$ cat src/rtl/avln_st_arbiter_pkg.sv
// Shared types for the Avalon-ST packet arbiter: the stream beat and the arbiter FSM states.
package avln_st_arbiter_pkg;

  localparam int DATA_W  = 32;
  localparam int EMPTY_W = 2;

  typedef struct packed {
    logic [DATA_W-1:0]  data;
    logic               sop;
    logic               eop;
    logic [EMPTY_W-1:0] empty;
    logic               valid;
  } avln_st;

  typedef enum logic [1:0] {
    ARB_IDLE  = 2'd0,
    ARB_BUSY  = 2'd1,
    ARB_FLUSH = 2'd2
  } arb_state_t;

endpackage

$ cat src/rtl/avln_st_arbiter_rr_picker.sv
// Round-robin picker: rotates the request vector to start at i_rr_ptr, takes the lowest
// set bit and maps it back to a source index (mod N_IN, so any N_IN >= 2 works).
module avln_st_arbiter_rr_picker #(
  parameter  int N_IN = 4,
  localparam int PW   = $clog2(N_IN)
) (
  input  logic [N_IN-1:0] i_req,
  input  logic [PW-1:0]   i_rr_ptr,
  output logic            o_found,
  output logic [PW-1:0]   o_idx
);
  logic [N_IN-1:0] w_rot;
  logic [PW-1:0]   w_off;
  logic [PW:0]     w_sum;

  assign w_rot = N_IN'({i_req, i_req} >> i_rr_ptr);

  always_comb begin
    o_found = 1'b0;
    w_off   = '0;
    for (int j = N_IN - 1; j >= 0; j--) begin
      if (w_rot[j]) begin
        o_found = 1'b1;
        w_off   = PW'(j);
      end
    end
  end

  assign w_sum = {1'b0, i_rr_ptr} + {1'b0, w_off};
  assign o_idx = (w_sum >= (PW + 1)'(N_IN)) ? PW'(w_sum - (PW + 1)'(N_IN)) : PW'(w_sum);

endmodule

$ cat src/rtl/avln_st_arbiter.sv
// Packet-granular round-robin arbiter: N_IN Avalon-ST sources share one sink through a
// single output register, with stray-beat discard, length truncation and error counters.
module avln_st_arbiter
  import avln_st_arbiter_pkg::*;
#(
  parameter  int N_IN      = 4,
  parameter  int MAX_BEATS = 1024,
  parameter  int CNT_W     = 16,
  localparam int PW        = $clog2(N_IN),
  localparam int BW        = $clog2(MAX_BEATS + 1)
) (
  input  logic             sys_clk,
  input  logic             reset,
  input  avln_st           in [N_IN],
  output logic [N_IN-1:0]  in_ready,
  output avln_st           out,
  input  logic             out_ready,
  output logic [PW-1:0]    grant_idx,
  output logic             busy,
  output logic [CNT_W-1:0] err_count,
  output logic [CNT_W-1:0] trunc_count
);
  localparam int SW = CNT_W + PW + 1;

  arb_state_t       r_state;
  logic [PW-1:0]    r_rr_ptr;
  logic [PW-1:0]    r_grant;
  logic [BW-1:0]    r_beat;
  avln_st           r_out;
  logic             r_busy;
  logic [CNT_W-1:0] r_err;
  logic [CNT_W-1:0] r_trunc;

  logic [N_IN-1:0]  w_req;
  logic [N_IN-1:0]  w_stray;
  logic             w_found;
  logic [PW-1:0]    w_pick;
  logic [PW-1:0]    w_pick_next;
  avln_st           w_cur;
  avln_st           w_beat;
  logic             w_accept;
  logic             w_load;
  logic             w_last;
  logic             w_mid_sop;
  logic [PW:0]      w_stray_cnt;
  logic [PW:0]      w_err_inc;
  logic [SW-1:0]    w_err_sum;
  logic [CNT_W-1:0] w_err_next;

  for (genvar gi = 0; gi < N_IN; gi++) begin : g_req
    assign w_req[gi]   = in[gi].valid &&  in[gi].sop;
    assign w_stray[gi] = in[gi].valid && !in[gi].sop;
  end

  avln_st_arbiter_rr_picker #(.N_IN(N_IN)) u_picker (
    .i_req    (w_req),
    .i_rr_ptr (r_rr_ptr),
    .o_found  (w_found),
    .o_idx    (w_pick)
  );

  assign w_pick_next = (w_pick == PW'(N_IN - 1)) ? '0 : w_pick + 1'b1;

  // Idle swallows stray (non-sop) beats from every source; a winner is only granted here.
  always_comb begin
    in_ready = '0;
    if (!reset) begin
      case (r_state)
        ARB_IDLE:  in_ready = w_stray;
        ARB_BUSY:  in_ready[r_grant] = !r_out.valid || out_ready;
        ARB_FLUSH: in_ready[r_grant] = 1'b1;
        default:   in_ready = '0;
      endcase
    end
  end

  assign w_cur     = in[r_grant];
  assign w_accept  = w_cur.valid && in_ready[r_grant];
  assign w_load    = (r_state == ARB_BUSY) && w_accept;
  assign w_last    = (r_beat == BW'(MAX_BEATS - 1));
  assign w_mid_sop = w_load && w_cur.sop && (r_beat != '0);

  always_comb begin
    w_beat       = w_cur;
    w_beat.valid = 1'b1;
    if (r_beat != '0) w_beat.sop = 1'b0;
    if (!w_cur.eop && w_last) begin
      w_beat.eop   = 1'b1;
      w_beat.empty = '0;
    end
  end

  always_comb begin
    w_stray_cnt = '0;
    for (int i = 0; i < N_IN; i++) w_stray_cnt = w_stray_cnt + (PW + 1)'(w_stray[i]);
  end

  // Widened sum so several strays in one cycle still saturate instead of wrapping.
  assign w_err_inc  = (r_state == ARB_IDLE) ? w_stray_cnt : (PW + 1)'(w_mid_sop);
  assign w_err_sum  = SW'(r_err) + SW'(w_err_inc);
  assign w_err_next = (w_err_sum > SW'({CNT_W{1'b1}})) ? {CNT_W{1'b1}} : w_err_sum[CNT_W-1:0];

  always_ff @(posedge sys_clk) begin
    if (reset) begin
      r_state  <= ARB_IDLE;
      r_rr_ptr <= '0;
      r_grant  <= '0;
      r_beat   <= '0;
      r_out    <= '0;
      r_busy   <= 1'b0;
      r_err    <= '0;
      r_trunc  <= '0;
    end else begin
      r_err <= w_err_next;
      if (w_load) r_out <= w_beat;
      else if (out_ready) r_out.valid <= 1'b0;
      case (r_state)
        ARB_IDLE: begin
          if (w_found) begin
            r_grant  <= w_pick;
            r_rr_ptr <= w_pick_next;
            r_beat   <= '0;
            r_state  <= ARB_BUSY;
            r_busy   <= 1'b1;
          end
        end
        ARB_BUSY: begin
          if (w_accept) begin
            r_beat <= r_beat + 1'b1;
            if (w_cur.eop) begin
              r_state <= ARB_IDLE;
              r_busy  <= 1'b0;
            end else if (w_last) begin
              if (r_trunc != '1) r_trunc <= r_trunc + 1'b1;
              r_state <= ARB_FLUSH;
            end
          end
        end
        ARB_FLUSH: begin
          if (w_accept && w_cur.eop) begin
            r_state <= ARB_IDLE;
            r_busy  <= 1'b0;
          end
        end
        default: begin
          r_state <= ARB_IDLE;
          r_busy  <= 1'b0;
        end
      endcase
    end
  end

  assign out         = r_out;
  assign grant_idx   = r_grant;
  assign busy        = r_busy;
  assign err_count   = r_err;
  assign trunc_count = r_trunc;

endmodule

$ cat config.mk
export PLATFORM = sky130hd
export DESIGN_NAME = avln_st_arbiter
export DESIGN_NICKNAME = d
export VERILOG_FILES = /design/src/rtl/avln_st_arbiter_pkg.sv /design/src/rtl/avln_st_arbiter_rr_picker.sv /design/src/rtl/avln_st_arbiter.sv
export SDC_FILE = /design/constraint.sdc
export NUM_CORES = 1
export LEC_CHECK = 0
export CAP_MARGIN = 0
export CORE_MARGIN = 2
export CORE_UTILIZATION = 44
export CTS_CLUSTER_DIAMETER = 30
export DETAILED_ROUTE_END_ITERATION = 12
export GPL_TIMING_DRIVEN = 0
export PLACE_DENSITY = 0.9
export SYNTH_ARGS = -nofsm -noshare
export SYNTH_HDL_FRONTEND = slang
export SYNTH_HIERARCHICAL = 1
export SYNTH_SLANG_ARGS = --single-unit
$ cat constraint.sdc
create_clock -name sys_clk -period 5.4 [get_ports sys_clk]
set_input_delay 1.62 -clock sys_clk [delete_from_list [all_inputs] [get_ports sys_clk]]
set_output_delay 1.62 -clock sys_clk [all_outputs]
set_load 0.01 [all_outputs]
# Word-level counts from Yosys, hierarchy flattened

Index checks and enable logic that the tools add are counted.

Output and inout bits: 76
Input port bits: 151
Bits in registers: 87

Multiplexer cells: 39
Add/sub/neg operators: 9
Shift operators: 1
Reduce and logical (&&, ||, !) cells: 31
Bitwise logic cells: 3
Equal/unequal tests: 10
$lt $le $gt $ge: 5

Operators by type and width:

| kind                  | count |
|---|---|
| $bmux 37 s2           | 1 |
| $mux 37               | 2 |
| $mux 11               | 2 |
| $mux 2                | 11 |
| $pmux 11 s2           | 1 |
| $add 16x3->17         | 1 |
| $gt 17x16->1 const B  | 1 |
| $add 16x1->16 const B | 1 |
| $mux 16               | 1 |
| $ne 16x16->1 const B  | 1 |
| $logic_and 1x1->1     | 15 |
| $mux 1                | 13 |
| $pmux 4 s3            | 1 |
| $add 11x1->11 const B | 1 |
| $eq 11x10->1 const B  | 1 |
| $reduce_bool 11->1    | 1 |
| $reduce_and 4->1      | 2 |
| $shr 8x2->4           | 1 |
| $ge 3x3->1 const B    | 2 |
| $logic_not 1->1       | 6 |
| $mux 3                | 2 |
| $ne 2x2->1 const B    | 3 |
| $pmux 2 s3            | 1 |
| $reduce_and 5->1      | 1 |
| other kinds (24)      | 26 |

# Longest topological paths before layout

Gate-level depths: netlist of the first run.

Depth in word-level cells: 17
Depth in mapped cells: 16

# Modules after synthesis

The synthesis of the first run kept the hierarchy.

By module, submodules not included:

| module                    | cells an instance | times used | area each (µm²) | sequential area each (µm²) |
|---|---|---|---|---|
| avln_st_arbiter           | 580               | 1          | 5240.0          | 1741.7 |
| avln_st_arbiter_rr_picker | 22                | 1          | 161.4           | 0.0 |

# Worst setup path after synthesis of the first run

OpenSTA, ideal clock, no wires.

Kind: in2reg
Start: input in[0] in the netlist's numbering
End: register r_err[13] (netlist: err_count[13])
Stages on the path: 14
Arrival time: 4.470 ns
Path buffers: 2
Slack: 0.860 ns
Library setup time: 0.071 ns
Cell sequence: nor2b_1 > a2111oi_0 > a211o_1 > a2111oi_4 > clkbuf_1 > nand4b_1 > nand2_1 > ha_1 > fa_1 > a21o_1 > nand2b_1 > or3_1 > clkbuf_1 > a21oi_1

Word-level cells in the longest chain between the ends: 13
Elaborated cells between the ends (all ways): 17
Classes of those cells: add/sub (2); order compare (1); mux (9); reduce/logical (5)

RTL lines:

| what                            | line                   | source |
|---|---|---|
| from (decl)                     | avln_st_arbiter.sv:14  | `input avln_st in [N_IN],` |
| $logic_and 1x1->1               | avln_st_arbiter.sv:52  | `assign w_stray[gi] = in[gi].valid && !in[gi].sop;` |
| $pmux 4 s3                      | avln_st_arbiter.sv:68  | `case (r_state)` |
| $mux 4                          | avln_st_arbiter.sv:67  | `if (!reset) begin` |
| $bmux 1 s2                      | avln_st_arbiter.sv:78  | `assign w_accept = w_cur.valid && in_ready[r_grant];` |
| $mux 1 (implied by the code)    | avln_st_arbiter.sv:78  |  |
| $logic_and 1x1->1               | avln_st_arbiter.sv:78  |  |
| $logic_and 1x1->1               | avln_st_arbiter.sv:79  | `assign w_load = (r_state == ARB_BUSY) && w_accept;` |
| $logic_and 1x1->1 (2 in series) | avln_st_arbiter.sv:81  | `assign w_mid_sop = w_load && w_cur.sop && (r_beat != '0);` |
| $mux 3 *                        | avln_st_arbiter.sv:99  | `assign w_err_inc = (r_state == ARB_IDLE) ? w_stray_cnt : (PW + 1)'(w_mid_sop);` |
| $add 16x3->17 *                 | avln_st_arbiter.sv:100 | `assign w_err_sum = SW'(r_err) + SW'(w_err_inc);` |
| $gt 17x16->1                    | avln_st_arbiter.sv:101 | `assign w_err_next = (w_err_sum > SW'({CNT_W{1'b1}})) ? {CNT_W{1'b1}} : w_err_sum[CNT_W-1:0];` |
| $mux 16 *                       | avln_st_arbiter.sv:101 |  |
| to (signal assigned)            | avln_st_arbiter.sv:114 | `r_err <= w_err_next;` |
| to (decl)                       | avln_st_arbiter.sv:31  | `logic [CNT_W-1:0] r_err;` |

Mark *: on every way between the ends. The rest lies on a longest branch, timed or not. The select of a mux whose other input is x is not followed.
A chain may end at the register's enable or synchronous reset.

# Final worst setup path of the first run

Start: input reset
End: output in_ready[1]

Word-level cells in the longest chain between the ends: 1

RTL lines:

| what        | line                  | source |
|---|---|---|
| from (decl) | avln_st_arbiter.sv:13 | `input logic reset,` |
| $mux 4      | avln_st_arbiter.sv:67 |  |
| to (decl)   | avln_st_arbiter.sv:15 | `output logic [N_IN-1:0] in_ready,` |

No other way between the ends.

==> results of run 1 <==
-- worst max-delay path: stages --
cell             delay, ps
clkdlybuf4s50_1        480
clkbuf_1               290
or2_2                  420
a21oi_1                200
clkdlybuf4s50_1        570
-- kinds of logic (layout without fill, tap and decap cells) --
family                     Yosys count  count (layout)  share of synthesized area, %
AOI/OAI and AO/OA                  163             163                          18.3
xor gates and xnor gates            12              12                          1.95
adders and majority gates           12              12                          3.06
buffers and inverters               60             302                          4.82
DFF                                 87              87                          32.2
muxes                               52              52                          18.1
and+or+nand+nor                    216             216                          21.5
-- worst max path at each step --
stage                start       endpoint  slack, ps
floorplan            in[0]  err_count[13]        860
global placement     in[0]   err_count[2]       -350
detailed placement   in[0]   err_count[9]       -410
CTS                  in[0]   err_count[9]         80
global route        in[74]   err_count[2]          9
finish               reset    in_ready[1]        210
-- Yosys cell counts, types with 3 or more instances --
master	instances
xor2_1	5
nand3_1	58
mux4_2	36
o21ai_1	4
clkbuf_1	36
nand4_1	12
ha_1	10
o311ai_1	3
or3_1	7
nor2b_1	14
o31ai_1	5
a211oi_1	4
mux2_1	6
nand2_1	35
inv_1	14
nor3_1	11
nand2b_1	7
a21o_1	5
nor4_1	11
nor2_1	25
and4_1	5
o211ai_1	4
o21ai_0	40
a21oi_1	74
buf_6	4
mux2i_1	10
xnor2_1	7
dfxtp_1	87
buf_2	3
and3_1	7
and2_1	9
-- power by group through the flow --
stage	combinational [W]	sequential [W]	clock [W]
after floorplan	0.000548	0.000733	0
after global placement	0.000887	0.000723	0
after detailed placement	0.000906	0.000725	0
after CTS	0.000910	0.000711	0.000645
after global routing	0.000979	0.000716	0.000673
final	0.000913	0.000711	0.000646
-- through the flow --
step / instances / util (%)
floorplan: 602 / -
global placement: 975 / 65.3
detailed placement: 975 / 65.3
CTS: 991 / 67.9
global route: 991 / 68.0
finish: 991 / 68.0
-- per-layer routing --
layer | routed length (um) | global-route usage [%]
met4 | 966 | 15.7
met3 | 1340 | 5.22
met5 | 0 | 0
met2 | 10200 | 52.4
met1 | 7080 | 33.9
-- final cells by class --
type | instances | share of cell area (%)
plain buffers | 46 | 2.58
clock buffers | 10 | 2.93
inverters | 14 | 0.644
repair buffers | 226 | 27.7
multi-input cells | 455 | 41.7
flip-flops and latches | 87 | 21.3
clock inverters | 6 | 0.858
well taps | 147 | 2.25
-- state kept, by name, indices dropped and copies added (netlist names) --
register     count
err_count       16
r_rr_ptr         2
busy             1
r_state          2
out             37
r_beat          11
grant_idx        2
trunc_count     16
-- timing repair --
| action | CTS | global route |
|---|---|---|
| setup endpoints to repair | 10 | 12 |
| gates resized for setup | 1 | 5 |
| endpoints found under the hold margin | 0 | 0 |
| setup buffers | 0 | 0 |
==> flow_summary.yaml, run 1 <==
outcome:
  outcome: "finished clean"
placed_design:
  preCtsSetupSlack_ps: -406
  io_buffer_count: 226
  place.gp.congestion: 0.947
  post_dp_cell_area_mm2: 0.00785
  dp_hpwl_mm: 15.6
timing:
  maxSlewHeadroom_pct: 35.3
  setup_viol: 0
  rsz0062_at_grt: "no"
  period_needed_ps: 5190
  worstMarginPinSlew_ps: 946
  finalSetupTns_ps: 0
  finClkSkew_ps: 7.29
  min_period_over_period_pct: 96.1
  hold_violations: 0
  holdWs_ps: 476
  max_freq_ghz: 0.193
  drv_slew: 0
  finalWorstSetupSlack_ps: 210
floorplanning:
  fp.dieW_um: 115
  io_pins: 227
  rows: 40
  start_util_pct: 45.0
  core_area_mm2: 0.0120
  die_height_um: 115
  dieArea_mm2: 0.0132
power_and_ir_drop:
  power_w: 0.00227
  combPwrFrac_pct: 40.2
  p_seq_share_pct: 31.3
  ir_worst_vdd_uv: 165
  p_leak_nw: 2.76
  intPower_w: 0.00149
  power.switching_w: 0.000777
  p_sw_share_pct: 34.2
  p_per_area_mw_per_mm2: 278
  clockPowerShare_pct: 28.5
synth:
  yosys.area.top_type: "dfxtp_1"
  ys_types: 64
  synth-seq-cells: 87
  synth_cells: 602
  synthArstFlopShare_pct: 0
  synth-seq-area-share_pct: 32.2
  ys.flop_type: "dfxtp_1"
  synth_top_area_share_pct: 32.2
  ys_warn_count: 6
  synth-edff-count: 0
  netlist_area_mm2: 0.00540
  synth.top_cells.by_area: "dfxtp_1, mux4_2, a21oi_1"
  synthesis.nets: 765
  syn_area_per_cell_um2: 8.97
setup_path:
  path_max_fanout: 10
  startpoint_type: "primary input"
  end_kind: "output port"
  arrival_ps: 3570
  cp.required_ps: 3780
  path_class: "primary input to output port"
  r2r_end: "err_count[9]"
  r2r_start: "r_state[0]"
  r2r_cells: 15
  rrSetupSlack_ps: 1550
global_routing:
  antenna_found_initial: 0
  gr-total-overflow: 0
  grt_first_pass_wirelength_mm: 30.2
  grt_pass1_vias: 5825
  grt_max_degree: 16
  grt_use_total_pct: 29.5
layout:
  area_growth_pct: 51.1
  fin_nets: 1002
  antennaDiodeCount: 0
  fillers: 937
  drive_above_1_share_pct: 8.53
  multi_input_comb_area_mm2: 0.00340
  layout_commonest_cell: "clkdlybuf4s50_1"
  final_cell_area_mm2: 0.00816
  area.sequential_mm2: 0.00174
  mostFrequentLayoutCells: "clkdlybuf4s50_1, dfxtp_1, a21oi_1"
drt:
  via_per_inst: 5.98
  ant_nets: 0
  dr.first_iter.drc_count: 516
  drt-total-wl_mm: 19.6
  dr.pass1.iters: 5
  vias: 5923
  drc: 0
  route.detailed.wl_per_inst_um: 19.8
clock_network:
  cts_tree: "done"
  clock_sinks: 87
  cts_buffer_depth: 2
  clock-root-buffer: "clkbuf_16"
  clkTransAtPathRegs_ps: 60
  cts.htree.levels: 3
  cts_buffers: 9
  insertion_delay_ps: 340
  postCtsHoldBufs: 0
worst_hold_path:
  worstHoldPathCells: 2
  hold_start: "out[4]"
  hold_end: "out[4]"
  hold_class: "flop to flop"
flow_run:
  cap_violations: 0
No activity file was read; power rests on OpenSTA's default activity.
==> run 2: changes to the inputs <==
--- a/config.mk
+++ b/config.mk
@@ -7,11 +7,12 @@
 export LEC_CHECK = 0
 export CAP_MARGIN = 0
 export CORE_MARGIN = 2
-export CORE_UTILIZATION = 44
+export CORE_UTILIZATION = 45
+export CTS_BUF_LIST = sky130_fd_sc_hd__clkbuf_2
 export CTS_CLUSTER_DIAMETER = 30
 export DETAILED_ROUTE_END_ITERATION = 12
 export GPL_TIMING_DRIVEN = 0
-export PLACE_DENSITY = 0.9
+export PLACE_DENSITY = 0.92
 export SYNTH_ARGS = -nofsm -noshare
 export SYNTH_HDL_FRONTEND = slang
 export SYNTH_HIERARCHICAL = 1
==> flow_summary.yaml, run 2 (same netlist as run 1, synthesis figures left out) <==
placed_design:
  place.gp.congestion: 0.943
  io_buffer_count: 226
  dp_hpwl_mm: 15.7
timing:
  finClkSkew_ps: 43.8
  worstMarginPinSlew_ps: 917
  maxSlewHeadroom_pct: 37.3
  hold_violations: 0
  drv_slew: 0
  rsz0062_at_grt: "no"
  setup_viol: 0
  period_needed_ps: 5160
  min_period_over_period_pct: 95.6
  max_freq_ghz: 0.194
layout:
  area_growth_pct: 47.9
  largest_reg_flops: 37
  area.sequential_mm2: 0.00174
  fin_nets: 1002
  mostFrequentLayoutCells: "clkdlybuf4s50_1, dfxtp_1, a21oi_1"
  drive_above_1_share_pct: 8.29
  fillers: 899
  layout_commonest_cell: "clkdlybuf4s50_1"
  final_util_pct: 67.4
  multi_input_comb_area_mm2: 0.00340
power_and_ir_drop:
  p_per_area_mw_per_mm2: 252
  power_w: 0.00202
  p_leak_nw: 2.69
  ir_worst_vdd_uv: 147
drt:
  route.detailed.wl_per_inst_um: 19.8
  vias: 6054
  dr.first_iter.drc_count: 531
  dr.pass1.iters: 5
  drt-total-wl_mm: 19.7
  drc: 0
  via_per_inst: 6.08
  ant_nets: 0
clock_network:
  cts_tree: "done"
  cts.htree.levels: 3
  insertion_delay_ps: 580
  cts_buffers: 9
  clock-root-buffer: "clkbuf_2"
  cts_buffer_depth: 2
  postCtsHoldBufs: 0
  clock_sinks: 87
  clkTransAtPathRegs_ps: 270
setup_path:
  cp_top_family: "compound AO/OA/AOI/OAI gates"
  crit_buf_inv: 3
  worstPathCellList: "clkdlybuf4s50_1 -> nor2b_1 -> a2111oi_0 -> a211o_1 -> a2111oi_4 -> clkbuf_2 -> nand4b_1 -> nand2_1 -> ha_1 -> fa_1 -> a21o_1 -> nand2b_1 -> or3_1 -> clkbuf_1 -> a21oi_1"
  path_max_fanout: 10
  path_class: "primary input to flop"
  startpoint_type: "primary input"
  slowest_delay_ps: 500
  end_kind: "flop"
  arrival_ps: 5670
  cp.required_ps: 5910
  cp_slowest_cell: "clkdlybuf4s50_1"
global_routing:
  antenna_found_initial: 3
  grt_pass1_vias: 5845
  grt_use_total_pct: 30.1
  grt_max_degree: 18
  grt_first_pass_wirelength_mm: 30.3
  gr-total-overflow: 0
outcome:
  outcome: "finished clean"
worst_hold_path:
  hold_class: "flop to flop"
floorplanning:
  io_pins: 227
  dieArea_mm2: 0.0129
  core_area_mm2: 0.0119
  fp.dieW_um: 114
  die_height_um: 114
  rows: 40
  start_util_pct: 45.5
flow_run:
  cap_violations: 0
==> run 2: changes by cell type in the layout (fill, tap and decap cells not counted), moves of 2 or more <==
cell and delta:
clkinv_4 -2, clkbuf_2 +9, clkbuf_16 -9, inv_8 +2, clkinvlp_4 -2, diode_2 +4, inv_6 +3
==> run 2: where the power goes <==
part | leakage, nW | total, W | internal (W) | switching, W
clock network | 0.0774 | 0.000385 | 0.000119 | 0.000266
registers | 0.703 | 0.000714 | 0.000682 | 0.0000318
logic | 1.91 | 0.000916 | 0.000442 | 0.000474
total | 2.69 | 0.00202 | 0.00124 | 0.000772
==> run 2: area by class of cell <==
type / instances / area share [%]
clock buffer: 9 / 0.564
tap: 147 / 2.30
clock inverter: 7 / 1.08
multi-input combinational: 455 / 42.5
buffer: 46 / 2.62
inverter: 14 / 0.658
timing repair buffer: 226 / 28.3
sequential: 87 / 21.8
antenna: 4 / 0.125
==> run 2: worst paths after layout <==
kind                      from      endpoint  slack [ps]  cells past startpoint
setup / recovery         in[0]  err_count[3]         240                     15
hold / removal         out[29]       out[29]         490                      2
setup reg to reg  grant_idx[1]  err_count[3]        1310                     15
hold reg to reg        out[29]       out[29]         490                      2
==> run 2: metal layers <==
layer | share of wire [%] | global-route usage [%] | vias up
li1 | - | - | 2759
met1 | 35 | 34.2 | 2840
met2 | 51 | 53.1 | 376
met3 | 8.1 | 5.42 | 79
met4 | 5.7 | 17.3 | 0
met5 | 0 | 0 | -
==> run 2: tightest hold or removal path, stage by stage (launching register included) <==
cell,delay [ps]
dfxtp_1,370
o21ai_0,60
a21oi_1,60
==> run 2: repair_timing <==
item                                    in CTS  in global routing
resized for setup                            0                  2
endpoints found under the setup margin       0                 10
setup buffers                                0                  0
==> run 2: per-stage QoR <==
step           std cells  hold slack [ps]  worst slack [ps]  instance area, um^2  setup TNS (ps)
2_1_floorplan        602              462               860                 5400               0
3_3_place_gp         975              459              -370                 7850           -4080
3_5_place_dp         975              467              -435                 7850           -4810
4_1_cts              991              494               176                 7980               0
5_1_grt              994              518              68.6                 7990               0
6_report             995              494               240                 7990               0
==> run 3: changes to the inputs <==
--- a/config.mk
+++ b/config.mk
@@ -11,8 +11,8 @@
 export CTS_BUF_LIST = sky130_fd_sc_hd__clkbuf_2
 export CTS_CLUSTER_DIAMETER = 30
 export DETAILED_ROUTE_END_ITERATION = 12
-export GPL_TIMING_DRIVEN = 0
 export PLACE_DENSITY = 0.92
+export SKIP_CTS_REPAIR_TIMING = 1
 export SYNTH_ARGS = -nofsm -noshare
 export SYNTH_HDL_FRONTEND = slang
 export SYNTH_HIERARCHICAL = 1
==> flow_summary.yaml, run 3 (same netlist as run 1, synthesis figures left out) <==
setup_path:
  crit_buf_inv: 2
  worstPathCellList: "clkdlybuf4s50_1 -> or4b_1 -> a21oi_1 -> clkdlybuf4s50_1"
  path_class: "primary input to output port"
  cp.required_ps: 3780
  cp_slowest_cell: "clkdlybuf4s50_1"
  slowest_delay_ps: 550
  startpoint_type: "primary input"
  path_common_cell: "clkdlybuf4s50_1"
  path_max_fanout: 5
  cp_top_family: "buffers and inverters"
  arrival_ps: 3340
  end_kind: "output port"
timing:
  finalSetupTns_ps: 0
  min_period_over_period_pct: 91.9
  hold_violations: 0
  worstMarginPinSlew_ps: 1270
  drv_slew: 0
  period_needed_ps: 4960
  max_freq_ghz: 0.202
  finalWorstSetupSlack_ps: 439
  maxSlewHeadroom_pct: 15.5
  finClkSkew_ps: 26.6
  setup_viol: 0
  rsz0062_at_grt: "no"
floorplanning:
  io_pins: 227
  fp.dieW_um: 114
  start_util_pct: 45.5
  die_height_um: 114
  core_area_mm2: 0.0119
  dieArea_mm2: 0.0129
  rows: 40
layout:
  layout_commonest_cell: "clkdlybuf4s50_1"
  fillers: 925
  area_growth_pct: 45.9
  fin_nets: 965
  drive_above_1_share_pct: 9.17
  antennaDiodeCount: 0
  mostFrequentLayoutCells: "clkdlybuf4s50_1, dfxtp_1, a21oi_1"
  largest_reg_flops: 37
drt:
  dr.pass1.iters: 5
  dr.first_iter.drc_count: 470
  drt-total-wl_mm: 18.1
  route.detailed.wl_per_inst_um: 18.9
  via_per_inst: 5.94
  vias: 5668
  ant_nets: 0
  drc: 0
global_routing:
  grt_max_degree: 51
  antenna_found_initial: 1
  grt_use_total_pct: 27.7
  grt_pass1_vias: 5581
  grtUsageMet2_pct: 49.0
  busiest_layer: "met2"
  use_met1_pct: 32.2
  gr-total-overflow: 0
  grt_first_pass_wirelength_mm: 28.5
  use_met3_pct: 5.69
clock_network:
  cts.htree.levels: 3
  clock-root-buffer: "clkbuf_2"
  cts_buffers: 9
  insertion_delay_ps: 600
  clock_sinks: 87
  cts_tree: "done"
  clkTransAtPathRegs_ps: 250
  cts_buffer_depth: 2
outcome:
  outcome: "finished clean"
placed_design:
  io_buffer_count: 226
  preCtsSetupSlack_ps: 334
  dp_hpwl_mm: 13.5
  place.gp.congestion: 0.874
worst_hold_path:
  hold_class: "flop to flop"
power_and_ir_drop:
  p_leak_nw: 2.66
  ir_worst_vdd_uv: 153
  p_per_area_mw_per_mm2: 258
flow_run:
  cap_violations: 0
-- run 3: layout make-up --
cell class / count / area [um^2] / share of cell area [%]
sequential: 87 / 1750 / 22.2
clock inverter: 7 / 128 / 1.62
clock buffer: 9 / 45.0 / 0.572
inverter: 14 / 52.6 / 0.667
multi-input combinational: 455 / 3400 / 43.1
timing repair buffer: 235 / 2320 / 29.5
tap: 147 / 184 / 2.33
-- run 3: worst paths after layout --
check                                    end  slack [ps]  depth (start not counted)         start
worst max-delay path             in_ready[0]         440                          4       in[111]
worst min-delay path                 out[32]         490                          2       out[32]
worst max register to register  err_count[2]        1450                         13  grant_idx[0]
worst min register to register       out[32]         490                          2       out[32]
-- run 3: per-stage QoR --
stage	total power, W	hold WS (ps)	area (um^2)	util, %	cells
4_1_cts	0.00203	493	7880	66.4	954
3_3_place_gp	0.00156	461	7710	65.0	938
2_1_floorplan	0.00128	462	5400	-	602
6_report	0.00203	494	7880	66.4	954
5_1_grt	0.00213	507	7880	66.4	954
3_5_place_dp	0.00158	466	7710	65.0	938
-- run 3: report_power, final --
part,internal [W],total [W],leakage [nW],switching [W]
Combinational,0.000416,0.000774,1.86,0.000359
Sequential,0.000684,0.000793,0.704,0.000109
Clock,0.000206,0.000463,0.0986,0.000256
Total,0.00131,0.00203,2.66,0.000724
-- run 3: layer usage --
layer	routed length [um]	vias to the layer above
met5	13	-
met4	687	2
met3	1310	55
met2	9330	286
met1	6730	2655
li1	-	2670
-- run 3: worst min-delay path, cell delays in order, from the launching register on --
cell and delay [ps]:
dfxtp_1 360, o21ai_0 60, a21oi_1 60
